[src/rtl/spi_regfile_periph_if.sv]
// SPI pin bundle between an external controller and the register-file peripheral.
// Latency: none, wires only.
// Backpressure: none; SPI has no flow control, the controller owns SCLK.
interface spi_regfile_periph_if;
  logic SCLK;
  logic COPI;
  logic nCS;
  logic CIPO;
  logic CIPO_oe;

  modport master (output SCLK, output COPI, output nCS, input CIPO, input CIPO_oe);
  modport slave  (input SCLK, input COPI, input nCS, output CIPO, output CIPO_oe);
endinterface

[src/rtl/spi_regfile_periph.sv]
// SPI mode-0 register-file peripheral: oversampled pins, write commit on well-formed frames, readback.
// Latency: register update visible SYNC_STAGES+1 clk after the raw nCS rise; CIPO 1 clk after synced edge.
// Backpressure: none; malformed frames are dropped and flagged with a frame_err pulse.
module spi_regfile_periph #(
  parameter int NUM_REGS    = 5,
  parameter int ADDR_W      = 7,
  parameter int DATA_W      = 8,
  parameter int SYNC_STAGES = 2
) (
  input  logic                       clk,
  input  logic                       rst_n,
  spi_regfile_periph_if.slave        spi,
  output logic [NUM_REGS*DATA_W-1:0] regs_flat,
  output logic                       wr_strobe,
  output logic [ADDR_W-1:0]          wr_addr,
  output logic                       frame_err
);

  localparam int CMD_W   = 1 + ADDR_W;
  localparam int FRAME_W = CMD_W + DATA_W;
  localparam int CNT_W   = $clog2(FRAME_W + 1);
  localparam logic [CNT_W-1:0] CMD_LAST   = CNT_W'(CMD_W - 1);
  localparam logic [CNT_W-1:0] FRAME_LAST = CNT_W'(FRAME_W - 1);
  localparam logic [CNT_W-1:0] CMD_DONE   = CNT_W'(CMD_W);

  typedef enum logic [1:0] {IDLE, CMD, DATA, FULL} state_t;

  // synchroniser chains and edge-detect history
  logic [SYNC_STAGES-1:0] sclk_sync_q, sclk_sync_d;
  logic [SYNC_STAGES-1:0] copi_sync_q, copi_sync_d;
  logic [SYNC_STAGES-1:0] ncs_sync_q,  ncs_sync_d;
  logic                   sclk_prev_q, sclk_prev_d;
  logic                   ncs_prev_q,  ncs_prev_d;

  // frame state
  state_t                 state_q, state_d;
  logic [CNT_W-1:0]       cnt_q, cnt_d;
  logic [FRAME_W-1:0]     sr_q, sr_d;
  logic                   rw_q, rw_d;
  logic [ADDR_W-1:0]      addr_q, addr_d;
  logic                   ovr_q, ovr_d;
  logic [DATA_W-1:0]      out_sr_q, out_sr_d;
  logic                   cipo_q, cipo_d;
  logic                   oe_q, oe_d;

  // register file and commit outputs
  logic [DATA_W-1:0]      regs_q [NUM_REGS];
  logic [DATA_W-1:0]      regs_d [NUM_REGS];
  logic                   wr_strobe_q, wr_strobe_d;
  logic [ADDR_W-1:0]      wr_addr_q, wr_addr_d;
  logic                   frame_err_q, frame_err_d;

  logic sclk_cur, copi_cur, ncs_cur;
  logic sclk_rise, sclk_fall, ncs_rise, ncs_fall;

  assign sclk_cur  = sclk_sync_q[SYNC_STAGES-1];
  assign copi_cur  = copi_sync_q[SYNC_STAGES-1];
  assign ncs_cur   = ncs_sync_q[SYNC_STAGES-1];
  assign sclk_rise = sclk_cur & ~sclk_prev_q;
  assign sclk_fall = ~sclk_cur & sclk_prev_q;
  assign ncs_rise  = ncs_cur & ~ncs_prev_q;
  assign ncs_fall  = ~ncs_cur & ncs_prev_q;

  // shift raw pins into the clk domain and keep one sample of history for edges
  always_comb begin
    sclk_sync_d = {sclk_sync_q[SYNC_STAGES-2:0], spi.SCLK};
    copi_sync_d = {copi_sync_q[SYNC_STAGES-2:0], spi.COPI};
    ncs_sync_d  = {ncs_sync_q[SYNC_STAGES-2:0],  spi.nCS};
    sclk_prev_d = sclk_cur;
    ncs_prev_d  = ncs_cur;
  end

  // frame FSM, shift registers, readback and commit decision
  always_comb begin
    logic [FRAME_W-1:0] sr_next;
    logic [ADDR_W-1:0]  cmd_addr;
    logic [31:0]        cmd_addr_ext;
    logic [31:0]        addr_ext;
    logic [DATA_W-1:0]  rd_val;

    state_d     = state_q;
    cnt_d       = cnt_q;
    sr_d        = sr_q;
    rw_d        = rw_q;
    addr_d      = addr_q;
    ovr_d       = ovr_q;
    out_sr_d    = out_sr_q;
    cipo_d      = cipo_q;
    oe_d        = oe_q;
    regs_d      = regs_q;
    wr_strobe_d = 1'b0;
    wr_addr_d   = wr_addr_q;
    frame_err_d = 1'b0;

    sr_next      = {sr_q[FRAME_W-2:0], copi_cur};
    cmd_addr     = sr_next[ADDR_W-1:0];
    cmd_addr_ext = 32'(cmd_addr);
    addr_ext     = 32'(addr_q);
    rd_val       = '0;
    for (int i = 0; i < NUM_REGS; i++) begin
      if (cmd_addr_ext == 32'(i)) rd_val = regs_q[i];
    end

    if (ncs_rise) begin
      // frame end wins over any coincident SCLK edge
      state_d = IDLE;
      cipo_d  = 1'b0;
      oe_d    = 1'b0;
      if (state_q == FULL && !ovr_q) begin
        if (rw_q && addr_ext < 32'(NUM_REGS)) begin
          for (int i = 0; i < NUM_REGS; i++) begin
            if (addr_ext == 32'(i)) regs_d[i] = sr_q[DATA_W-1:0];
          end
          wr_strobe_d = 1'b1;
          wr_addr_d   = addr_q;
        end
      end else if (state_q != IDLE) begin
        frame_err_d = 1'b1;
      end
    end else begin
      case (state_q)
        IDLE: begin
          if (ncs_fall) begin
            state_d = CMD;
            cnt_d   = '0;
            ovr_d   = 1'b0;
          end
        end
        CMD: begin
          if (sclk_rise) begin
            sr_d  = sr_next;
            cnt_d = cnt_q + 1'b1;
            if (cnt_q == CMD_LAST) begin
              state_d = DATA;
              rw_d    = sr_next[ADDR_W];
              addr_d  = cmd_addr;
              if (!sr_next[ADDR_W]) begin
                // read: MSB goes out now, the rest follows the SCLK falls
                out_sr_d = rd_val;
                cipo_d   = rd_val[DATA_W-1];
                oe_d     = 1'b1;
              end
            end
          end
        end
        DATA: begin
          if (sclk_rise) begin
            sr_d  = sr_next;
            cnt_d = cnt_q + 1'b1;
            if (cnt_q == FRAME_LAST) state_d = FULL;
          end else if (sclk_fall && !rw_q && cnt_q > CMD_DONE) begin
            // the fall right after the last command bit keeps the MSB on the wire
            out_sr_d = {out_sr_q[DATA_W-2:0], 1'b0};
            cipo_d   = out_sr_q[DATA_W-2];
          end
        end
        FULL: begin
          if (sclk_rise) ovr_d = 1'b1;
        end
        default: state_d = IDLE;
      endcase
    end
  end

  // state registers
  always_ff @(posedge clk or negedge rst_n) begin
    if (!rst_n) begin
      sclk_sync_q <= '0;
      copi_sync_q <= '0;
      ncs_sync_q  <= '1;
      sclk_prev_q <= 1'b0;
      ncs_prev_q  <= 1'b1;
      state_q     <= IDLE;
      cnt_q       <= '0;
      sr_q        <= '0;
      rw_q        <= 1'b0;
      addr_q      <= '0;
      ovr_q       <= 1'b0;
      out_sr_q    <= '0;
      cipo_q      <= 1'b0;
      oe_q        <= 1'b0;
      for (int i = 0; i < NUM_REGS; i++) regs_q[i] <= '0;
      wr_strobe_q <= 1'b0;
      wr_addr_q   <= '0;
      frame_err_q <= 1'b0;
    end else begin
      sclk_sync_q <= sclk_sync_d;
      copi_sync_q <= copi_sync_d;
      ncs_sync_q  <= ncs_sync_d;
      sclk_prev_q <= sclk_prev_d;
      ncs_prev_q  <= ncs_prev_d;
      state_q     <= state_d;
      cnt_q       <= cnt_d;
      sr_q        <= sr_d;
      rw_q        <= rw_d;
      addr_q      <= addr_d;
      ovr_q       <= ovr_d;
      out_sr_q    <= out_sr_d;
      cipo_q      <= cipo_d;
      oe_q        <= oe_d;
      regs_q      <= regs_d;
      wr_strobe_q <= wr_strobe_d;
      wr_addr_q   <= wr_addr_d;
      frame_err_q <= frame_err_d;
    end
  end

  // flatten the register file onto the output bus
  always_comb begin
    regs_flat = '0;
    for (int i = 0; i < NUM_REGS; i++) regs_flat[i*DATA_W +: DATA_W] = regs_q[i];
  end

  assign spi.CIPO    = cipo_q;
  assign spi.CIPO_oe = oe_q;
  assign wr_strobe   = wr_strobe_q;
  assign wr_addr     = wr_addr_q;
  assign frame_err   = frame_err_q;

endmodule
[src/flat_wrapper.sv]
// flat-port wrapper written by rule: the top's interface ports become plain ports
module spi_regfile_periph_flat 
#(
  parameter int NUM_REGS    = 5,
  parameter int ADDR_W      = 7,
  parameter int DATA_W      = 8,
  parameter int SYNC_STAGES = 2
)
  (clk, rst_n, regs_flat, wr_strobe, wr_addr, frame_err, spi_SCLK, spi_COPI, spi_nCS, spi_CIPO, spi_CIPO_oe);
  spi_regfile_periph_if spi_i ();
  input  logic clk;
  input  logic rst_n;
  output logic [NUM_REGS*DATA_W-1:0] regs_flat;
  output logic wr_strobe;
  output logic [ADDR_W-1:0] wr_addr;
  output logic frame_err;
  input wire logic [$bits(spi_i.SCLK)-1:0] spi_SCLK;
  input wire logic [$bits(spi_i.COPI)-1:0] spi_COPI;
  input wire logic [$bits(spi_i.nCS)-1:0] spi_nCS;
  output wire logic [$bits(spi_i.CIPO)-1:0] spi_CIPO;
  output wire logic [$bits(spi_i.CIPO_oe)-1:0] spi_CIPO_oe;
  assign spi_i.SCLK = spi_SCLK;
  assign spi_i.COPI = spi_COPI;
  assign spi_i.nCS = spi_nCS;
  assign spi_CIPO = spi_i.CIPO;
  assign spi_CIPO_oe = spi_i.CIPO_oe;
  spi_regfile_periph #(.NUM_REGS(NUM_REGS), .ADDR_W(ADDR_W), .DATA_W(DATA_W), .SYNC_STAGES(SYNC_STAGES)) u_core (.clk(clk), .rst_n(rst_n), .spi(spi_i), .regs_flat(regs_flat), .wr_strobe(wr_strobe), .wr_addr(wr_addr), .frame_err(frame_err));
endmodule
[config.mk]
export PLATFORM = sky130hd
export DESIGN_NAME = spi_regfile_periph_flat
export DESIGN_NICKNAME = d
export VERILOG_FILES = /design/src/rtl/spi_regfile_periph_if.sv /design/src/rtl/spi_regfile_periph.sv /design/src/flat_wrapper.sv
export SDC_FILE = /design/constraint.sdc
export NUM_CORES = 1
export LEC_CHECK = 0
export CORE_MARGIN = 2
export CORE_UTILIZATION = 55
export DETAILED_ROUTE_END_ITERATION = 8
export PLACE_DENSITY = 0.9
export SLEW_MARGIN = 20
export SYNTH_ARGS = -nofsm -noshare
export SYNTH_HDL_FRONTEND = slang
export SYNTH_SLANG_ARGS = --single-unit
[constraint.sdc]
create_clock -name clk -period 2.4 [get_ports clk]
set_input_delay 0.36 -clock clk [delete_from_list [all_inputs] [get_ports clk]]
set_output_delay 0.36 -clock clk [all_outputs]
set_load 0.03 [all_outputs]
Yosys cells after proc, flatten, opt, wreduce, memory -nomap -nowiden. Cells that the tools add are included.

Memory bits (read-only): 0. Input port bits: 5. Latch bits: 0. Register bits after elaboration: 90. Output and inout port bits: 51. Memories: 0. RAM bits: 0.

Multipliers: 0. Eq/ne operators: 30. Order comparisons: 2. Reduce and logical (&&, ||, !) cells: 33. Bitwise logic cells: 9. Add/sub/neg operators: 1. Div/mod/pow operators: 0. Muxes and demuxes: 42. Shift operators: 0.

Operators by type and width (number): 8-bit two-way mux (5); 4-bit AND reduction (9); 7-bit two-way mux (5); 7-bit by 2-bit equality test with 1-bit output (second input constant) (4); 1-bit two-way mux (19); 3-bit by 1-bit inequality test with 1-bit output (second input constant) (6); 7-bit by 1-bit equality test with 1-bit output (second input constant) (2); 7-bit by 3-bit equality test with 1-bit output (second input constant) (2); 7-bit zero test (2); 7-bit one-hot mux with 2 select lines (1); 2-bit nonzero test (7); 2-bit two-way mux (6); 2-bit by 1-bit inequality test with 1-bit output (second input constant) (6); 6-bit AND reduction (2); 5-bit two-way mux (2); 5-bit one-hot mux with 2 select lines (1); 7-bit by 3-bit less-than comparator with 1-bit output (second input constant) (1); 7-bit AND reduction (1); 2-bit inequality test (second input constant) (3); 3-bit inequality test (second input constant) (2); 2-bit one-hot mux with 3 select lines (1); 3-bit AND reduction (2); 5-bit by 1-bit adder with 5-bit output (second input constant) (1); 5-bit by 3-bit equality test with 1-bit output (second input constant) (1); other kinds (13) (26).

Longest topological paths before layout.
Depth after elaboration: 11. Depth in mapped cells: 7. Gate-level depth less buffers: 7.

Worst setup path after synthesis. OpenSTA, ideal clock, no wires.

Path type: register -> register. Start: reg u_core.state_q[0]. End: reg u_core.wr_addr_q[0] (netlist: u_core.wr_addr[0]). Setup slack: 0.298 ns. Cell stages (with the launch flop): 6. Library setup time: 0.125 ns. Data arrival time: 1.977 ns. Period minus slack after synthesis: 2.102 ns. Path through: dfrtp_1 ha_1 or4b_1 or4b_1 buf_2 mux2_4.

Cells in the longest elaborated chain, start to end: 3.

RTL lines: start: declaration (RTL line spi_regfile_periph.sv:36) `state_t state_q, state_d;`; start signal: assignment (RTL line spi_regfile_periph.sv:192) `state_q <= state_d;`; 2-bit equality test (RTL line spi_regfile_periph.sv:109) `if (state_q == FULL && !ovr_q) begin`; 1-bit logical AND (RTL line spi_regfile_periph.sv:109); 3-bit AND reduction (no source line); end signal: assignment (RTL line spi_regfile_periph.sv:203) `wr_addr_q <= wr_addr_d;`; end: declaration (RTL line spi_regfile_periph.sv:50) `logic [ADDR_W-1:0] wr_addr_q, wr_addr_d;`.

Every way passes these cells. A chain may end at the register's enable or synchronous reset.

Worst setup path in the final report.
Start: reg u_core.state_q[1]. End: reg u_core.wr_addr_q[0] (netlist: u_core.wr_addr[0]).

The elaborated chain is that of the path after synthesis.

==> flow_metrics.py <==
metrics = {
    "floorplanning": {
        "start_util_pct": 57.3,
        "io-pin-count": 56,
        "placeableCoreArea_mm2": 0.00729,
        "die_height_um": 91.1,
        "core.rowCount": 31,
        "dieArea_mm2": 0.00830,
        "chipWidth_um": 91.1,
    },
    "min_path": {
        "holdCritPathClass": "in -> async",
    },
    "place": {
        "hpwlAfterDp_mm": 6.58,
        "dp_cells": 479,
        "dp_worst_setup_slack_ns": 0.111,
        "placement.io_buffers": 55,
        "routability_congestion": 0.798,
    },
    "drt": {
        "detail_route.wirelength.met1_mm": 4.15,
        "drt_iter0_drc": 274,
        "top_layer_used_by_detailed_routing": "met4",
        "drc_errors": 0,
        "avgViaCountPerCell": 5.99,
        "wire_per_inst_um": 19.5,
        "drtAntennaViolNets": 0,
        "finalWirelength_mm": 9.69,
        "detailroute.via_count": 2969,
        "detailed_route_wirelength_on_metal3_um": 424,
        "wire_length_on_met2_mm": 5.00,
        "first_pass_iters": 4,
    },
    "sta": {
        "skew_ns": 0.0110,
        "setup_slack_ns": 0.0666,
        "slew_headroom_pct": 55.1,
        "maxSlewViolCount": 0,
        "final_period_utilization_pct": 97.2,
        "worst_pin_slew_ns": 0.673,
        "finalSetupViolCount": 0,
        "fmax_ghz": 0.429,
        "hold_violations": 0,
        "post-route-min-period_ns": 2.33,
    },
    "yosys": {
        "synth_adder_area_share_pct": 2.10,
        "synth_nets": 339,
        "synth_enable_flop_cells": 0,
        "post_synth_and_or_nand_nor_area_fraction_pct": 10.3,
        "ys_seq_elements": 90,
        "yosysSeqAreaShare_pct": 54.0,
        "synth_top_family_by_area": "multiplexers",
        "post_synth_inst_count": 327,
        "async_reset_ff_share_pct": 100,
        "synth_cell_types": 55,
        "synth_top_flop_cell": "sky130_fd_sc_hd__dfrtp_1",
        "synthDominantAreaCellType": "sky130_fd_sc_hd__dfrtp_1",
        "synth.avg_cell_area_um2": 12.8,
        "complex_gate_fraction_of_the_synthesized_area_pct": 9.83,
        "synth_area_mm2": 0.00418,
        "top_area_cell_type_share_of_the_netlist_area_pct": 52.1,
        "synth_area_leaders": "sky130_fd_sc_hd__dfrtp_1 (52%), sky130_fd_sc_hd__mux2_2 (16%), sky130_fd_sc_hd__mux2i_1 (2.2%)",
        "ys.warnings.count": 0,
        "muxShareOfSynthArea_pct": 20.4,
        "synth_area_in_xor_xnor_pct": 0.420,
    },
    "power_and_ir_drop": {
        "totalPowerFinal_uw": 4300,
        "cellPowerDensity_mw_per_mm2": 836,
        "peakVddDrop_mv": 0.503,
        "total_leakage_power_uw": 0.00234,
    },
    "global_routing": {
        "grt_pass1_wl_mm": 16.3,
        "largest_net_degree_at_the_start_of_global_routing": 48,
        "grt_ovf": 0,
        "via_count_of_the_first_global_routing_pass": 3109,
        "initial_antenna_violation_count": 0,
        "grt.total_usage_pct": 25.0,
    },
    "setup_path": {
        "timing.critical_path.buf_inv": 0,
        "worst_path_dominant_cell_family": "simple AND/OR/NAND/NOR gates",
        "data_arrival_time_of_the_worst_path_ns": 2.58,
        "rrSetupSlack_ns": 0.07,
        "worst_path_max_delay_cell": "sky130_fd_sc_hd__or4b_1",
        "worstReg2RegStart": "u_core.state_q[1]",
        "crit_required_ns": 2.65,
        "cp-start-kind": "flop",
        "worst_stage_delay_on_the_critical_path_ns": 0.71,
        "path_depth": 4,
        "critPathMostFrequentCell": "sky130_fd_sc_hd__or4b_1",
        "critical_path.cell_chain": "ha_1, or4b_1, or4b_1, mux2_4",
        "critPathKind": "reg -> reg",
        "crit_path_end_kind": "flop",
        "rr_endpoint": "u_core.wr_addr[0]",
        "worst-path-max-fanout": 8,
        "timing.reg2reg.worst_path_depth": 4,
    },
    "clock_network": {
        "cts_made_buffers": 9,
        "ctsLongestPathBuffers": 2,
        "cts_max_level": 3,
        "cts_root_buf": "sky130_fd_sc_hd__clkbuf_8",
        "cts_hold_bufs": 0,
        "path_clk_slew_ns": 0.09,
        "clk_latency_ns": 0.36,
        "cts_tree": "yes",
        "num_clock_sinks": 90,
    },
    "finish": {
        "fin_cells": 496,
        "drive_above_1_share_pct": 29.0,
        "finalCoreUtilization_pct": 70.5,
        "antennaDiodeCount": 0,
        "fillCellCount": 501,
        "area_growth_pct": 23.2,
        "nets": 404,
    },
    "outcome": {
        "outcome": "completed",
    },
    "run": {
        "maxCapViolations": 0,
    },
}
cells by family after synthesis:
logic type | count (synthesis)
adders and majority gates | 7
xor gates and xnor gates | 2
DFF | 90
AOI/OAI and AO/OA | 58
muxes | 73
and+or+nand+nor | 66
buffers and inverters | 31
registers in the layout (all words and copies together), names as in the netlist:
signal,cells
u_core.sclk_prev_q,1
u_core.regs_flat,40
u_core.copi_sync_q,2
u_core.state_q,2
u_core.wr_addr,7
u_core.out_sr_q,7
u_core.sr_q,8
u_core.rw_q,1
u_core.ncs_sync_q,2
u_core.frame_err,1
u_core.addr_q,7
u_core.cnt_q,5
u_core.wr_strobe,1
u_core.spi.CIPO,1
u_core.ncs_prev_q,1
u_core.spi.CIPO_oe,1
u_core.ovr_q,1
u_core.sclk_sync_q,2
synthesized netlist by cell type, types with 4 or more instances:
| library cell | number |
|---|---|
| sky130_fd_sc_hd__a21oi_1 | 4 |
| sky130_fd_sc_hd__mux2_2 | 59 |
| sky130_fd_sc_hd__nand2_1 | 9 |
| sky130_fd_sc_hd__and2_1 | 4 |
| sky130_fd_sc_hd__mux2i_1 | 9 |
| sky130_fd_sc_hd__nand2b_1 | 4 |
| sky130_fd_sc_hd__o31ai_1 | 8 |
| sky130_fd_sc_hd__inv_1 | 13 |
| sky130_fd_sc_hd__o41ai_1 | 4 |
| sky130_fd_sc_hd__nor3b_1 | 5 |
| sky130_fd_sc_hd__ha_1 | 7 |
| sky130_fd_sc_hd__dfrtp_1 | 87 |
| sky130_fd_sc_hd__clkbuf_1 | 13 |
| sky130_fd_sc_hd__o21ai_0 | 14 |
| sky130_fd_sc_hd__nor3_1 | 6 |
| sky130_fd_sc_hd__nor2_1 | 10 |
| sky130_fd_sc_hd__a31o_2 | 5 |
area by class of cell:
class	count	area, um^2	area share [%]
Clock buffer	10	138	2.68
Timing Repair Buffer	72	688	13.4
Tap cell	99	124	2.41
Multi-Input combinational cell	206	1800	35.0
Sequential cell	90	2260	43.9
Inverter	13	48.8	0.949
Clock inverter	6	88.8	1.73
how the worst max path moves through the flow:
stage          slack, ns              endpoint              start
5_1_grt           -0.001     u_core.wr_addr[0]  u_core.state_q[0]
4_1_cts             0.02   u_core.regs_flat[8]  u_core.state_q[0]
2_1_floorplan       0.30     u_core.wr_addr[0]  u_core.state_q[0]
3_3_place_gp        0.20     u_core.wr_addr[0]  u_core.state_q[0]
3_5_place_dp        0.11  u_core.regs_flat[31]  u_core.state_q[0]
6_report            0.07     u_core.wr_addr[0]  u_core.state_q[1]
per-stage QoR:
step                      hold slack [ns]  setup TNS, ns  area, um^2
after floorplan                    0.0644              0        4180
after global placement              0.335              0        4910
after detailed placement            0.347              0        4910
after CTS                          0.0126              0        5130
after global routing               0.0275       -0.00145        5140
final                           0.0000312              0        5140
repair_timing:
item	CTS	global route
setup endpoints to repair	0	27
buffers inserted	0	1
resized for setup	0	0
routing by layer:
layer  global-route usage [%]  up-vias
met3                     3.73       10
met1                     33.6     1529
met5                        0        -
met4                     7.70        0
li1                         -     1334
met2                     42.0       96
placed cells by master (no fill, tap or decap), drive strengths merged, types with 4 or more instances in the layout:
cell type and instances:
clkbuf 10, a31o 5, and2 4, dfrtp 87, o41ai 4, a21oi 4
nand3b 5, mux2i 9, nand2 10, nor3b 5, o21ai 14, buf 18
nor2 10, nor3 6, ha 7, o31ai 8, nand2b 4, clkdlybuf4s50 54
inv 14, mux2 61
power breakdown:
group	leakage, uW	total (uW)	switching (uW)	internal, uW
clock	0.000109	1160	541	617
sequential	0.00122	1880	234	1650
combinational	0.00101	1260	713	546
total	0.00234	4300	1490	2810
No activity file was read; power rests on OpenSTA's default activity.
